$ cat src/rtl/uart_rx.sv
// 8N1 UART receiver: two-flop synchroniser, mid-bit sampling, one-cycle valid / frame_err strobes.
// A stop bit sampled low parks the receiver in BREAK until the line returns high.
module uart_rx #(
    parameter int unsigned CLK_PER_BAUD = 4
) (
    input  logic       clk,
    input  logic       rst,
    input  logic       rx,
    output logic [7:0] rx_byte,
    output logic       valid,
    output logic       frame_err,
    output logic       busy
);

    localparam int unsigned HALF = CLK_PER_BAUD / 2;
    localparam int unsigned CW   = $clog2(CLK_PER_BAUD);

    typedef enum logic [2:0] {
        S_IDLE,
        S_START,
        S_DATA,
        S_STOP,
        S_BREAK
    } state_t;

    state_t          r_state;
    state_t          w_state_n;
    logic            r_sync1;
    logic            r_rx_s;
    logic [CW-1:0]   r_baud;
    logic [CW-1:0]   w_baud_n;
    logic [2:0]      r_bit;
    logic [2:0]      w_bit_n;
    logic [7:0]      r_shift;
    logic [7:0]      w_shift_n;
    logic [7:0]      r_rx_byte;
    logic [7:0]      w_rx_byte_n;
    logic            r_valid;
    logic            w_valid_n;
    logic            r_frame_err;
    logic            w_frame_err_n;
    logic            r_busy;
    logic            w_busy_n;

    // Synchroniser resets to the idle (high) line level.
    always_ff @(posedge clk) begin
        if (!rst) begin
            r_sync1 <= 1'b1;
            r_rx_s  <= 1'b1;
        end else begin
            r_sync1 <= rx;
            r_rx_s  <= r_sync1;
        end
    end

    always_ff @(posedge clk) begin
        if (!rst) begin
            r_state     <= S_IDLE;
            r_baud      <= '0;
            r_bit       <= '0;
            r_shift     <= '0;
            r_rx_byte   <= '0;
            r_valid     <= 1'b0;
            r_frame_err <= 1'b0;
            r_busy      <= 1'b0;
        end else begin
            r_state     <= w_state_n;
            r_baud      <= w_baud_n;
            r_bit       <= w_bit_n;
            r_shift     <= w_shift_n;
            r_rx_byte   <= w_rx_byte_n;
            r_valid     <= w_valid_n;
            r_frame_err <= w_frame_err_n;
            r_busy      <= w_busy_n;
        end
    end

    always_comb begin
        w_state_n     = r_state;
        w_baud_n      = r_baud + CW'(1);
        w_bit_n       = r_bit;
        w_shift_n     = r_shift;
        w_rx_byte_n   = r_rx_byte;
        w_valid_n     = 1'b0;
        w_frame_err_n = 1'b0;

        case (r_state)
            S_IDLE: begin
                w_baud_n = '0;
                if (!r_rx_s) begin
                    w_state_n = S_START;
                end
            end
            S_START: begin
                if (r_baud == CW'(HALF - 1)) begin
                    w_baud_n = '0;
                    w_bit_n  = '0;
                    // A line that is high again at mid-start was a glitch.
                    w_state_n = r_rx_s ? S_IDLE : S_DATA;
                end
            end
            S_DATA: begin
                if (r_baud == CW'(CLK_PER_BAUD - 1)) begin
                    w_baud_n  = '0;
                    w_shift_n = {r_rx_s, r_shift[7:1]};
                    w_bit_n   = r_bit + 3'd1;
                    if (r_bit == 3'd7) begin
                        w_state_n = S_STOP;
                    end
                end
            end
            S_STOP: begin
                if (r_baud == CW'(CLK_PER_BAUD - 1)) begin
                    w_baud_n = '0;
                    if (r_rx_s) begin
                        w_rx_byte_n = r_shift;
                        w_valid_n   = 1'b1;
                        w_state_n   = S_IDLE;
                    end else begin
                        w_frame_err_n = 1'b1;
                        w_state_n     = S_BREAK;
                    end
                end
            end
            S_BREAK: begin
                w_baud_n = '0;
                if (r_rx_s) begin
                    w_state_n = S_IDLE;
                end
            end
            default: begin
                w_baud_n  = '0;
                w_state_n = S_IDLE;
            end
        endcase

        w_busy_n = (w_state_n != S_IDLE);
    end

    assign rx_byte   = r_rx_byte;
    assign valid     = r_valid;
    assign frame_err = r_frame_err;
    assign busy      = r_busy;

endmodule

$ cat config.mk
export PLATFORM = sky130hd
export DESIGN_NAME = uart_rx
export DESIGN_NICKNAME = d
export VERILOG_FILES = /design/src/rtl/uart_rx.sv
export SDC_FILE = /design/constraint.sdc
export NUM_CORES = 1
export LEC_CHECK = 0
export ABC_AREA = 1
export CAP_MARGIN = 25
export CORE_ASPECT_RATIO = 0.75
export CORE_MARGIN = 2
export CORE_UTILIZATION = 50
export DETAILED_ROUTE_END_ITERATION = 8
export HOLD_SLACK_MARGIN = 0.06
export PLACE_DENSITY = 0.73
export RECOVER_POWER = 100
export SYNTH_ARGS = -nofsm -noshare
export SYNTH_HDL_FRONTEND = slang
export SYNTH_SLANG_ARGS = --single-unit
$ cat constraint.sdc
create_clock -name clk -period 2.3 [get_ports clk]
set_clock_uncertainty 0.15 [all_clocks]
set_input_delay 0.46 -clock clk [delete_from_list [all_inputs] [get_ports clk]]
set_output_delay 0.46 -clock clk [all_outputs]
set_load 0.05 [all_outputs]
==> results by group <==
Clock network
  – CTS tree: yes
  – Cts hold-fix bufs: 0
  – Root Driver: clkbuf_4
  – Setup bufs post-CTS: 0
  – Clock Latency Late Sink: 0.31 ns
  – CTS clock-pin slew for the worst setup and hold paths: 0.08 ns
  – H-tree Lvls: 2
  – Max clock buf depth: 2
  – Clock tree sinks: 29
  – Cts repair resizes: 0
  – TritonCTS Buffers: 5

Yosys
  – Mapped Nets: 167
  – Sequential-to-total area share from yosys stat: 47.5%
  – Avg Cell Area, Syn: 7.68 um^2
  – Post-Syn Instances: 159
  – Ys Warns: 0
  – Unique cell type count in the Yosys netlist: 18
  – #FFs+latches synth: 29
  – Mapped cell area: 0.00122 mm^2

Pwr
  – Clock power frac: 35.0%
  – Internal: 671 uW
  – Power, Total: 864 uW
  – Seq pwr share: 59.5%
  – Leak: 0.640 nW
  – Sw frac: 22.4%
  – Maximum VDD drop: 0.000399 V
  – Pwr Density: 615 mW/mm^2
  – Net Switching: 194 uW
  – Combinational Power Share: 5.6%

Die
  – Die ar.: 0.00286 mm^2
  – Die span in x: 61.1 um
  – Placeable Area: 0.00231 mm^2
  – Initial core utilization: 52.9%
  – Core Rows: 15
  – I/O pin count: 14
  – Die Height: 46.8 um

Layout
  – Fraction of layout cells with a size suffix above 1: 10.7%
  – Antenna fix cells: 0
  – Commonest cells after routing, fill and taps aside: nor2_1, dfxtp_1, nand2_1, o21ai_0
  – Final Non-Filler Cells: 212
  – Layout area overhead: 15.2%
  – Layout Nets: 186
  – Most common cell after layout, fill and taps aside: nor2_1

Worst setup path
  – Worst Setup End Kind: primary output
  – Slowest-stage cell, CP: dlygate4sd3_1
  – CP top delay family: buffers and inverters
  – Worst Path Buf+Inv: 1
  – Crit Path Max Fanout: 2
  – R2r startpoint: r_baud[1]
  – Max stage delay on crit path: 0.87 ns
  – Critical Path Start Type: flop
  – CP Cell Sequence: dlygate4sd3_1
  – Setup CP Type: flop to primary output
  – Crit path launch: rx_byte[7]
  – Critical Path RT: 1.69 ns
  – CP arrival: 1.52 ns

STA
  – Post-route clock period utilization: 92.8%
  – Max-slew violations: 0
  – Setup violators final: 0
  – Total negative slack: 0 ns
  – Slew HR: 66.2%
  – Min Clock Period, post-route: 2.13 ns
  – Fin. Hold Viols: 0
  – RSZ-0062 raised after global routing: false
  – Max Freq: 0.468 GHz
  – Slew at the pin closest to its max-slew limit: 0.506 ns

Global route
  – Initial antenna violation count: 0
  – Global-route usage over all layers: 18.2%
  – Largest net degree at the start of global routing: 17
  – GRT overflow: 0
  – Vias in the first global route: 844
  – First-pass GRT wire length: 3.59 mm

Drt
  – Iter 0 DRT Violations: 26
  – Wirelength per Cell: 10.6 um
  – Via count: 1028
  – Vias per inst: 4.85
  – DR DRC count: 0
  – Final wirelength: 2.26 mm
  – ANT nets after route: 0
  – Pre-antenna DRT Iters: 5

Place
  – Gpl congestion: 0.900
  – Placed cells: 205
  – PortBufs: 13
  – Detailed Place HPWL: 1.70 mm

Min path
  – Hold crit path type: flop to flop
  – HP Start: r_sync1

Run
  – Maxcap violations: 0

Outcome
  – Status: completed
[sequential cells by signal, summed over array words and instances, names as in the netlist]
register   flops
busy           1
frame_err      1
r_baud         2
r_bit          3
r_rx_s         1
r_shift        8
r_state        3
r_sync1        1
rx_byte        8
valid          1
[synth_stat cells]
cell type  number  share of area, %
inv_1          12               3.7
o21ai_0        17               7.0
nand2_1        19               5.8
ha_1            5               5.1
clkinv_2        1              0.41
nand3_1         7               2.9
buf_4           1              0.61
dfxtp_1        29                48
nand4_4         2               3.5
or2_2           3               1.5
a21oi_1         4               1.6
clkbuf_1        1              0.31
nand3_4         1               1.4
inv_2           6               1.8
nand2_2         4               2.0
o21ai_1         1              0.41
nor2_1         45                14
nor3_1          1              0.41
[routing by layer]
layer / routed length [um] / part of all wire [%] / global-route usage, %
met1: 1160 / 51 / 23.8
met2: 948 / 42 / 27.2
met3: 122 / 5.4 / 6.89
met5: 0 / 0 / 0
met4: 30 / 1.3 / 7.83
[per-stage QoR]
step                      utilization (%)  hold slack (ns)  instance area [um^2]  worst slack [ns]
after floorplan                         -            0.243                  1220             0.952
after global placement               60.2            0.250                  1390             0.488
after detailed placement             60.2            0.253                  1390             0.447
after CTS                            62.6            0.277                  1450             0.211
after global routing                 60.9            0.293                  1410             0.114
final                                60.9            0.268                  1410             0.165
[final cells by class]
type | instances | area, um^2
tap | 34 | 42.5
clock buffer | 7 | 55.1
sequential | 29 | 581
inverter | 19 | 72.6
multi-input combinational | 109 | 522
fill | 228 | 902
timing repair buffer | 14 | 134
[kinds of logic after synthesis]
family	synth area share, %
buffers and inverters	6.86
AND/OR/NAND/NOR	31.5
AO/OA/AOI/OAI	9.02
adder cells (fa/ha/maj)	5.12
flip-flops	47.5
[worst paths after layout]
kind                      to  slack, ns  depth (start not counted)
hold reg to reg       r_rx_s       0.27                          1
setup reg to reg    r_bit[2]       0.57                          7
hold / removal        r_rx_s       0.27                          1
setup / recovery  rx_byte[7]       0.17                          1
[power by group through the flow]
stage	sequential (mW)	combinational, mW	clock, mW
3_5_place_dp	0.526	0.0510	0
6_report	0.514	0.0480	0.302
5_1_grt	0.515	0.0551	0.332
4_1_cts	0.515	0.0509	0.310
3_3_place_gp	0.526	0.0492	0
2_1_floorplan	0.529	0.0345	0
Note: power is estimated with default switching activity, not from simulation.
